## src/rtl/mem_copy_pkg.sv

```systemverilog
// Shared types for the memory copy/fill engine: FSM state encoding and mode constants.
package mem_copy_pkg;

   typedef enum logic [1:0] {
      ST_IDLE  = 2'd0,
      ST_READ  = 2'd1,
      ST_WRITE = 2'd2,
      ST_DONE  = 2'd3
   } state_t;

   localparam logic MODE_COPY = 1'b0;
   localparam logic MODE_FILL = 1'b1;

endpackage

```

## src/rtl/mem_copy_engine.sv

```systemverilog
// Bus master that copies a block of words between memory regions, or fills a region
// with a constant, through the single-port data memory interface.
module mem_copy_engine #(
   parameter int ADDR_W = 32,
   parameter int DATA_W = 32,
   parameter int LEN_W  = 16
) (
   input  logic              clk,
   input  logic              reset,
   input  logic              start,
   input  logic              mode,
   input  logic [ADDR_W-1:0] src_addr,
   input  logic [ADDR_W-1:0] dst_addr,
   input  logic [LEN_W-1:0]  length,
   input  logic [DATA_W-1:0] fill_value,
   output logic              busy,
   output logic              done,
   output logic [LEN_W-1:0]  words_done,
   output logic [ADDR_W-1:0] mem_address,
   output logic [DATA_W-1:0] mem_write_data,
   output logic              mem_write,
   input  logic [DATA_W-1:0] mem_read_data
);
   import mem_copy_pkg::*;

   state_t            state_q, state_d;
   logic              mode_q, mode_d;
   logic [ADDR_W-1:0] src_q, src_d;
   logic [ADDR_W-1:0] dst_q, dst_d;
   logic [LEN_W-1:0]  rem_q, rem_d;
   logic [LEN_W-1:0]  words_done_q, words_done_d;
   logic [DATA_W-1:0] data_q, data_d;
   logic [DATA_W-1:0] fill_q, fill_d;

   // Next-state and datapath update for the transfer sequencer.
   always_comb begin
      state_d      = state_q;
      mode_d       = mode_q;
      src_d        = src_q;
      dst_d        = dst_q;
      rem_d        = rem_q;
      words_done_d = words_done_q;
      data_d       = data_q;
      fill_d       = fill_q;
      case (state_q)
         ST_IDLE: begin
            if (start) begin
               mode_d       = mode;
               src_d        = src_addr;
               dst_d        = dst_addr;
               rem_d        = length;
               fill_d       = fill_value;
               words_done_d = '0;
               if (length == '0) begin
                  state_d = ST_DONE;
               end else if (mode == MODE_FILL) begin
                  state_d = ST_WRITE;
               end else begin
                  state_d = ST_READ;
               end
            end else begin
               state_d = ST_IDLE;
            end
         end
         ST_READ: begin
            data_d  = mem_read_data;
            state_d = ST_WRITE;
         end
         ST_WRITE: begin
            src_d        = src_q + ADDR_W'(1);
            dst_d        = dst_q + ADDR_W'(1);
            rem_d        = rem_q - LEN_W'(1);
            words_done_d = words_done_q + LEN_W'(1);
            if (rem_q == LEN_W'(1)) begin
               state_d = ST_DONE;
            end else if (mode_q == MODE_FILL) begin
               state_d = ST_WRITE;
            end else begin
               state_d = ST_READ;
            end
         end
         ST_DONE: state_d = ST_IDLE;
         default: state_d = ST_IDLE;
      endcase
   end

   // State and datapath registers, cleared by the synchronous reset.
   always_ff @(posedge clk) begin
      if (reset) begin
         state_q      <= ST_IDLE;
         mode_q       <= MODE_COPY;
         src_q        <= '0;
         dst_q        <= '0;
         rem_q        <= '0;
         words_done_q <= '0;
         data_q       <= '0;
         fill_q       <= '0;
      end else begin
         state_q      <= state_d;
         mode_q       <= mode_d;
         src_q        <= src_d;
         dst_q        <= dst_d;
         rem_q        <= rem_d;
         words_done_q <= words_done_d;
         data_q       <= data_d;
         fill_q       <= fill_d;
      end
   end

   // Memory port decode; reset withholds the strobe so an aborted transfer commits nothing more.
   always_comb begin
      busy           = 1'b0;
      done           = 1'b0;
      mem_write      = 1'b0;
      mem_address    = '0;
      mem_write_data = '0;
      case (state_q)
         ST_READ: begin
            busy        = 1'b1;
            mem_address = src_q;
         end
         ST_WRITE: begin
            busy           = 1'b1;
            mem_write      = ~reset;
            mem_address    = dst_q;
            mem_write_data = (mode_q == MODE_FILL) ? fill_q : data_q;
         end
         ST_DONE: done = 1'b1;
         default: busy = 1'b0;
      endcase
   end

   assign words_done = words_done_q;

endmodule

```

## config.mk

```make
export PLATFORM = sky130hd
export DESIGN_NAME = mem_copy_engine
export DESIGN_NICKNAME = d
export VERILOG_FILES = /design/src/rtl/mem_copy_pkg.sv /design/src/rtl/mem_copy_engine.sv
export SDC_FILE = /design/constraint.sdc
export NUM_CORES = 1
export LEC_CHECK = 0
export BUFFER_PORTS_ARGS = -buffer_cell sky130_fd_sc_hd__buf_2
export CORE_MARGIN = 2
export CORE_UTILIZATION = 48
export CTS_BUF_LIST = sky130_fd_sc_hd__clkbuf_8
export CTS_CLUSTER_DIAMETER = 60
export DETAILED_ROUTE_END_ITERATION = 10
export GPL_TIMING_DRIVEN = 0
export PLACE_DENSITY = 0.77
export SYNTH_ARGS = -nofsm -noshare
export SYNTH_HDL_FRONTEND = slang
export SYNTH_SLANG_ARGS = --single-unit
```

## constraint.sdc

```tcl
create_clock -name clk -period 2.5 [get_ports clk]
set_input_delay 0.125 -clock clk [delete_from_list [all_inputs] [get_ports clk]]
set_output_delay 0.125 -clock clk [all_outputs]
set_load 0.005 [all_outputs]
```

# == After elaboration in Yosys (flattened, before gate mapping) ==
# Cells that the tools add are included.
# word_totals
reg_bits,163
out_inout_bits,83
elab_cells,44
# classes
n_addsub,4
eq_ne,5
mux,20
bitwise_logic,1
n_reduce_logical,6
# ops
operator,count
$pmux W32 S2,3
$mux W32,4
$add A32 B1 Y32 const B,2
$pmux W16 S2,2
$mux W16,2
$add A16 B1 Y16 const B,1
$eq A16 B1 Y1 const B,1
$logic_not A16 Y1,1
$sub A16 B1 Y16 const B,1
$mux W2,5
$pmux W2 S4,1
$eq A2 B2 Y1 const B,2
$reduce_and A2 Y1,2
$mux W1,3
$eq A2 B1 Y1 const B,1
$logic_not A2 Y1,1
$ne A2 B2 Y1 const B,1
$reduce_bool A2 Y1,1
$reduce_or A2 Y1,1
$not A1 Y1,1

# == Depth between registers and ports, before layout ==
# Gate-level depths: netlist of run 1.
# depth
ltp_word,4
depth_mapped,10
ltp_nobuf,7

# == Worst setup path before layout of run 1 ==
# OpenSTA, ideal clock, no wires.
# synth_timing
path_kind,reg2reg
startpoint,register state_q[0]
endpoint,register dst_q[31]
arrival_time_ps,1940
slack_ps,464
stages_incl_launch_ff,9
n_path_buf,3
synth_period_minus_slack_ps,2036
path_cell_list,dfxtp_1 inv_1 ha_1 clkbuf_1 mux2i_1 buf_2 buf_1 nand2_1 a221oi_1
# synth_between
elab_chain_len,3
elab_cells_between_ends,6
# synth_lines
item,line,source
start: declaration,mem_copy_engine.sv:26,"state_t state_q, state_d;"
start signal: assignment,mem_copy_engine.sv:99,state_q <= state_d;
$eq A2 B2 Y1 / $logic_not A2 Y1 (equally long branches),mem_copy_engine.sv:45,case (state_q)
$reduce_bool A2 Y1 (no source line) / $ne A2 B2 Y1 (equally long branches),n/a,
$reduce_and A2 Y1 (no source line),n/a,
end signal: assignment,mem_copy_engine.sv:102,dst_q <= dst_d;
end: declaration,mem_copy_engine.sv:29,"logic [ADDR_W-1:0] dst_q, dst_d;"
# Several ways; a longest one is shown, not always the timed one.
# A chain may end at the register's enable or synchronous reset.

# == Worst setup path after layout of run 1 ==
# layout_timing
startpoint,register state_q[0]
endpoint,register fill_q[3]
# layout_between
elab_chain_len,2
# layout_lines
item,line,source
$logic_not A2 Y1,mem_copy_engine.sv:45,
$reduce_and A2 Y1 (no source line),n/a,
end signal: assignment,mem_copy_engine.sv:106,fill_q <= fill_d;
end: declaration,mem_copy_engine.sv:33,"logic [DATA_W-1:0] fill_q, fill_d;"
# No other way between the ends.

==> impl_metrics.csv, run 1 <==
group,metric,value,unit
outcome,outcome,"complete, no violations",
power_and_ir_drop,clkPwrFrac,0.269,
global_routing,grt.total_usage,0.3819,
timing,worst_slew_margin_rel,0.4035,
critical_path,worst_path_depth,8,
timing,worst-slew-pin-transition,0.8948,ns
placed_design,hpwlAfterDp,26820,um
clock_network,clock_sinks,163,
floorplan,die-area,20040,um^2
clock_network,tritoncts,"done",
power_and_ir_drop,combPwrFrac,0.276,
global_routing,grt_pass1_wl,58960,um
synthesis,synth_top_area_cell,"sky130_fd_sc_hd__dfxtp_1",
synthesis,netlist.area_leader.share,0.3592,
clock_network,clkSlewWorstSetupHoldPaths,0.10,ns
floorplan,site_row_count,50,
synthesis,synthCells,1173,
power_and_ir_drop,net_sw_frac,0.3765,
synthesis,synth.distinct_cells,61,
timing,report.final.hold_viol_count,0,
synthesis,syn_area_per_cell,7.745,um^2
power_and_ir_drop,power_frac_seq,0.455,
clock_network,clock_path_buffers,2,
timing,fmaxAchievable,0.4088,GHz
routing,drt_wl_total,38960,um
routing,drtPass1Iterations,7,
critical_path,worstPathCellList,"inv_1 -> ha_1 -> clkbuf_1 -> and2_1 -> clkbuf_1 -> clkbuf_1 -> nand2_1 -> a21oi_1",
timing,period_minus_slack,2.446,ns
synthesis,syn-cell-area,9085,um^2
critical_path,cp_data_required_time,2.91,ns
power_and_ir_drop,power.ir.vdd_worst,0.3750,mV
critical_path,cpLargestDelayFamily,"buffers and inverters",
routing,detail_route.vias_per_cell,6.309,
floorplan,die_h,141.6,um
timing,finalSetupViolations,0,
floorplan,core,18640,um^2
routing,avgRoutedWirePerCell,22.10,um
synthesis,synth-seq-area-share,0.3592,
cells_and_area,stdcell_area,11960,um^2
critical_path,worst_r2r_end,"fill_q[3]",
global_routing,first_global_vias,10529,
power_and_ir_drop,p_leak,4.835,nW
cells_and_area,layout-area-overhead-vs-synth,31.62,%
clock_network,clock-root-buffer,"sky130_fd_sc_hd__clkbuf_8",
critical_path,critical_path.startpoint_type,"flop",
global_routing,gr-total-overflow,0,
placed_design,port_buffers,229,
synthesis,mappedNetlistNets,1330,
placed_design,dpl-instance-area,10520,um^2
critical_path,reg2reg_setup_slack,0.05,ns
clock_network,ctsHtreeMaxLevel,4,
timing,largest_clock_skew_in_the_final_design,0.01403,ns
synthesis,synth.ff_latch_count,163,
critical_path,arrival_time_reported_for_the_critical_path_endpoint,2.86,ns
synthesis,synth_warnings,0,
critical_path,reg2regPathDepth,8,
floorplan,boundary_pin_count,231,
min_path,hold_path.class,"input pin to flop",
critical_path,endpoint_kind,"flop",
timing,unrepaired_setup_endpoints_after_global_routing,"true",
clock_network,numCtsBuffers,17,
routing,drt_iter0_drcs,1389,
critical_path,critPathBufInv,4,
cells_and_area,final_nets,1673,
synthesis,synth_enable_flop_cells,0,
critical_path,critPathMostFrequentCell,"sky130_fd_sc_hd__clkbuf_1",
floorplan,die_width,141.6,um
timing,fin_tns_setup,0,ns
critical_path,worstSetupStartpoint,"state_q[0]",
global_routing,grt_max_degree,17,
power_and_ir_drop,cell_internal_power,4.225,mW
power_and_ir_drop,cellPowerDensity,566.7,nW/um^2
critical_path,timing_worst_setup_path_type,"flop to flop",
synthesis,yosys_most_used_dff,"sky130_fd_sc_hd__dfxtp_1",
critical_path,critical_path.max_fanout,10,
timing,period_share,0.9785,
placed_design,gp_congestion,1.026,
routing,detail-route-antenna-nets,0,
placed_design,place_ws,-0.4654,ns
min_path,hold_depth,3,
critical_path,critical-path-slowest-cell,"sky130_fd_sc_hd__clkbuf_1",
clock_network,clock_insertion_delay_worst_skew,0.48,ns
timing,report.final.slew_viol_count,0,
power_and_ir_drop,total_switching_power,2.552,mW
synthesis,async_flop_share,0,
job,max_cap_violations,0,
routing,remaining_drc_errors,0,
floorplan,initial_core_util,0.4873,
synthesis,synth_area_leaders,"sky130_fd_sc_hd__dfxtp_1 (36%), sky130_fd_sc_hd__mux2i_1 (8.5%), sky130_fd_sc_hd__nand2_1 (6.2%)",
critical_path,worst_path_largest_cell_delay,0.55,ns
routing,routed-via-count,11123,
critical_path,reg2reg_from,"state_q[0]",
critical_path,worstSetupEndpoint,"fill_q[3]",
timing,final_critical_path_setup_slack,0.05363,ns
cells_and_area,drive_above_1_share,0.2134,
global_routing,antenna_found_initial,0,
## per-layer routing
layer  vias up  wire [um]  part of all wire  global-route usage
li1       4933          -                 -                   -
met1      5183      15130              0.39              0.4849
met2       827      16950              0.43              0.6025
met3       180       4653              0.12             0.09281
met4         0       2230             0.057              0.2016
met5         -          0                 0                   0
## worst min-delay path by stage
stage                      start         end
5_1_grt             dst_addr[21]   dst_q[21]
3_3_place_gp    mem_read_data[0]   data_q[0]
2_1_floorplan      fill_value[0]   fill_q[0]
3_5_place_dp   mem_read_data[11]  data_q[11]
4_1_cts              src_addr[2]    src_q[2]
6_report               length[1]    rem_q[1]
## per-stage QoR
| stage | std cells | hold slack, ns | util | power [mW] |
|---|---|---|---|---|
| floorplan | 1173 | 0.2610 | - | 4.048 |
| global placement | 1636 | 0.3563 | 0.5645 | 4.719 |
| detailed placement | 1636 | 0.3663 | 0.5645 | 4.740 |
| CTS | 1761 | 0.002178 | 0.6371 | 6.642 |
| global route | 1762 | 0.007276 | 0.6413 | 6.996 |
| finish | 1763 | 0.009755 | 0.6414 | 6.777 |
## power by group through the flow
stage	registers (mW)	logic [mW]	clock network (mW)
after floorplan	3.04	1.01	0
after global placement	3.12	1.60	0
after detailed placement	3.12	1.62	0
after CTS	3.06	1.76	1.81
after global routing	3.11	1.98	1.91
final	3.08	1.87	1.82
## worst register-to-register path, cell delays in order, from the launching register on
cell and delay, ns:
sky130_fd_sc_hd__dfxtp_1 0.34, sky130_fd_sc_hd__inv_1 0.08, sky130_fd_sc_hd__ha_1 0.14, sky130_fd_sc_hd__clkbuf_1 0.29, sky130_fd_sc_hd__and2_1 0.20, sky130_fd_sc_hd__clkbuf_1 0.55
sky130_fd_sc_hd__clkbuf_1 0.48, sky130_fd_sc_hd__nand2_1 0.15, sky130_fd_sc_hd__a21oi_1 0.15
## flip-flops by register name (all words and copies together) (netlist names)
name	count
words_done	16
src_q	32
state_q	2
fill_q	32
dst_q	32
mode_q	1
rem_q	16
data_q	32
## kinds of logic (layout without fill, tap and decap cells)
group                    count (synthesis)  after routing  share of synthesized area
buffers and inverters                  107            462                    0.04476
AND/OR/NAND/NOR                        502            502                     0.2734
other                                    0              1                          0
adder cells (fa/ha/maj)                  9              9                    0.01240
multiplexers                            79             79                    0.08732
AO/OA/AOI/OAI                          298            298                     0.2085
flip-flops                             163            163                     0.3592
XOR/XNOR                                15             15                    0.01446
## layout make-up
type                    instances  area [um^2]
diodes                          1        2.502
plain buffers                  91        451.7
clock buffers                  17        234.0
clock inverters                14        105.1
fillers                      1638         6685
inverters                      16        60.06
multi-input cells             903         5454
flip-flops and latches        163         3263
well taps                     234        292.8
repair buffers                324         2095
## cells in the final DEF, fill, tap and decap left out, types with 7 or more instances in the layout
master	count
sky130_fd_sc_hd__and2_1	8
sky130_fd_sc_hd__and4_1	8
sky130_fd_sc_hd__mux2i_1	76
sky130_fd_sc_hd__nand2_1	149
sky130_fd_sc_hd__dlygate4sd3_1	94
sky130_fd_sc_hd__buf_2	238
sky130_fd_sc_hd__nor4_1	17
sky130_fd_sc_hd__nor2b_1	43
sky130_fd_sc_hd__dfxtp_1	163
sky130_fd_sc_hd__clkbuf_4	12
sky130_fd_sc_hd__a21oi_1	101
sky130_fd_sc_hd__xor2_1	14
sky130_fd_sc_hd__nor3_1	22
sky130_fd_sc_hd__or4_1	8
sky130_fd_sc_hd__o22ai_1	11
sky130_fd_sc_hd__o31ai_1	11
sky130_fd_sc_hd__ha_1	9
sky130_fd_sc_hd__nor2_1	132
sky130_fd_sc_hd__nand4_1	22
sky130_fd_sc_hd__a211oi_1	17
sky130_fd_sc_hd__o211ai_1	7
sky130_fd_sc_hd__clkbuf_8	19
sky130_fd_sc_hd__clkbuf_1	42
sky130_fd_sc_hd__a31oi_1	14
sky130_fd_sc_hd__nand3_1	42
sky130_fd_sc_hd__inv_1	17
sky130_fd_sc_hd__and3_1	24
sky130_fd_sc_hd__a22oi_1	34
sky130_fd_sc_hd__clkbuf_2	18
sky130_fd_sc_hd__o21ai_0	53
## cell usage after synthesis (all sizes together), types with 9 or more instances
cell type / instances
o22ai: 11
nor2: 133
a211oi: 17
nand4: 23
nand2: 149
a31oi: 14
dfxtp: 163
inv: 16
nand3: 44
nor4: 20
and3: 24
nor2b: 43
ha: 9
nor3: 22
a22oi: 36
a21oi: 101
o31ai: 11
xor2: 14
buf: 23
o21ai: 53
mux2i: 77
clkbuf: 68
## repair_timing
action | CTS | global route
buffers inserted | 0 | 1
hold endpoints to repair | 94 | 0
pin swaps | 0 | 1
resized for setup | 39 | 45
cloned | 0 | 0
setup endpoints to repair | 138 | 108
hold buffers | 94 | 0
Power figures use the tool's default switching activity.
==> inputs of run 2 (changes only) <==
- CORE_UTILIZATION: 48 -> 55
- PLACE_DENSITY: 0.77 -> 0.86
==> run 2 against run 1 <==
Against the previous run:
- critical endpoint is now mem_address[22]
- largest cell class unchanged
- utilization increased by 11 points
- fmax decreased by 7.0%
- via count increased by 5.9%
- total power increased by 3.7%
- global-route usage increased by 7.9 points
- final cell count decreased by 0.51%
- the run now ends with setup timing left
- largest power group unchanged
- wire length increased by 8.6%
- clock skew increased by 0.0075 ns
- clock-buffer cell count unchanged
==> impl_metrics.csv, run 2 (synthesis gave the netlist of run 1 again) <==
group,metric,value,unit
outcome,outcome,"finished with violations",
outcome,failed_checks,"setup timing",
power_and_ir_drop,net_sw_frac,0.3905,
power_and_ir_drop,power_frac_seq,0.441,
timing,worst-slew-pin-transition,1.019,ns
clock_network,clkSlewWorstSetupHoldPaths,0.11,ns
power_and_ir_drop,final_total_power,7.028,mW
floorplan,die-area,17560,um^2
timing,period_minus_slack,2.629,ns
clock_network,clock-root-buffer,"sky130_fd_sc_hd__clkbuf_8",
clock_network,ctsHtreeMaxLevel,4,
critical_path,timing_worst_setup_path_type,"flop to output pin",
min_path,hold_path.class,"input pin to flop",
power_and_ir_drop,power.ir.vdd_worst,0.4365,mV
power_and_ir_drop,p_leak,4.876,nW
floorplan,site_row_count,46,
cells_and_area,layout_common_cells,"sky130_fd_sc_hd__buf_2 (241), sky130_fd_sc_hd__dfxtp_1 (163), sky130_fd_sc_hd__nand2_1 (149)",
placed_design,gp_congestion,1.029,
critical_path,critical_path.startpoint_type,"flop",
global_routing,grt_pass1_wl,62540,um
cells_and_area,drive_above_1_share,0.2163,
routing,detail_route.vias_per_cell,6.718,
timing,largest_clock_skew_in_the_final_design,0.02155,ns
routing,drtPass1Iterations,8,
timing,period_share,1.052,
timing,worst_slew_margin_rel,0.3210,
cells_and_area,utilization,0.7527,
timing,report.final.hold_viol_count,0,
timing,fmaxAchievable,0.3803,GHz
critical_path,critical_path.max_fanout,10,
clock_network,clock_insertion_delay_worst_skew,0.50,ns
clock_network,tritoncts,"done",
routing,avgRoutedWirePerCell,24.13,um
power_and_ir_drop,total_switching_power,2.745,mW
floorplan,die_h,132.5,um
cells_and_area,layout-area-overhead-vs-synth,32.56,%
routing,remaining_drc_errors,0,
routing,routed-via-count,11783,
timing,final_critical_path_setup_slack,-0.1293,ns
job,max_cap_violations,0,
floorplan,core,16000,um^2
power_and_ir_drop,clkPwrFrac,0.284,
placed_design,place_ws,-0.4518,ns
global_routing,gr-total-overflow,0,
floorplan,boundary_pin_count,231,
global_routing,grt.total_usage,0.4607,
power_and_ir_drop,cellPowerDensity,583.6,nW/um^2
timing,fin_worst_hold_slack,0.008907,ns
critical_path,endpoint_kind,"output pin",
clock_network,clock_path_buffers,2,
global_routing,first_global_vias,11137,
placed_design,port_buffers,229,
routing,drt_wl_total,42320,um
critical_path,arrival_time_reported_for_the_critical_path_endpoint,2.50,ns
placed_design,hpwlAfterDp,26920,um
critical_path,cp_data_required_time,2.38,ns
routing,detail-route-antenna-nets,0,
timing,report.final.slew_viol_count,0,
clock_network,clock_sinks,163,
cells_and_area,final_nets,1679,
global_routing,antenna_found_initial,4,
timing,finalSetupViolations,12,
routing,drt_iter0_drcs,2033,
clock_network,numCtsBuffers,17,
floorplan,die_width,132.5,um
cells_and_area,num-fill-cells,1183,
timing,unrepaired_setup_endpoints_after_global_routing,"true",
power_and_ir_drop,cell_internal_power,4.283,mW
floorplan,initial_core_util,0.5678,
power_and_ir_drop,combPwrFrac,0.274,
global_routing,grt_max_degree,19,
cells_and_area,final_common_cell,"sky130_fd_sc_hd__buf_2",
==> run 2: layout make-up <==
cell class | count | area (um^2) | area share
well taps | 216 | 270.3 | 0.02244
flip-flops and latches | 163 | 3263 | 0.2710
diodes | 3 | 7.507 | 0.0006234
clock inverters | 15 | 165.2 | 0.01371
clock buffers | 17 | 234.0 | 0.01943
multi-input cells | 903 | 5448 | 0.4524
repair buffers | 330 | 2152 | 0.1787
plain buffers | 91 | 442.9 | 0.03678
inverters | 16 | 60.06 | 0.004987
==> run 2: power by group through the flow <==
stage	clock (mW)	combinational, mW	sequential [mW]
3_3_place_gp	0	1.59	3.12
5_1_grt	2.06	1.99	3.11
3_5_place_dp	0	1.61	3.12
2_1_floorplan	0	1.01	3.04
4_1_cts	1.95	1.76	3.07
6_report	2.00	1.93	3.10
==> run 2: path summary, 6_finish.rpt <==
check	start	endpoint	slack, ns	cells past startpoint
setup / recovery	state_q[0]	mem_address[22]	-0.13	5
hold / removal	src_addr[3]	src_q[3]	0.009	4
setup reg to reg	state_q[0]	dst_q[6]	-0.03	9
hold reg to reg	fill_q[23]	fill_q[23]	0.47	2
==> run 2: metal layers <==
| layer | vias up | track usage | wire, um |
|---|---|---|---|
| met5 | - | 0 | 14 |
| met4 | 2 | 0.2879 | 3432 |
| met3 | 313 | 0.1299 | 6103 |
| met2 | 1202 | 0.7277 | 18220 |
| met1 | 5314 | 0.5543 | 14540 |
| li1 | 4952 | - | - |
==> run 2: per-stage QoR <==
step | cell area, um^2 | std cells | TNS (ns)
after floorplan | 9085 | 1173 | 0
after global placement | 10500 | 1618 | -19.93
after detailed placement | 10500 | 1618 | -22.62
after CTS | 11950 | 1749 | -0.09844
after global routing | 12040 | 1752 | -2.928
final | 12040 | 1754 | -0.3715
==> run 2: worst max-delay path: stages, from the launching register on <==
cell and delay (ns):
sky130_fd_sc_hd__dfxtp_1 0.39, sky130_fd_sc_hd__inv_1 0.08, sky130_fd_sc_hd__ha_1 0.54, sky130_fd_sc_hd__clkbuf_1 0.51, sky130_fd_sc_hd__nor2b_1 0.32, sky130_fd_sc_hd__buf_2 0.16
==> run 2: timing repair <==
action | 4_1_cts | 5_1_grt
setup endpoints to repair | 133 | 136
pin swaps | 0 | 1
buffers inserted | 0 | 2
hold buffers | 99 | 0
gates resized for setup | 35 | 49
endpoints found under the hold margin | 99 | 0
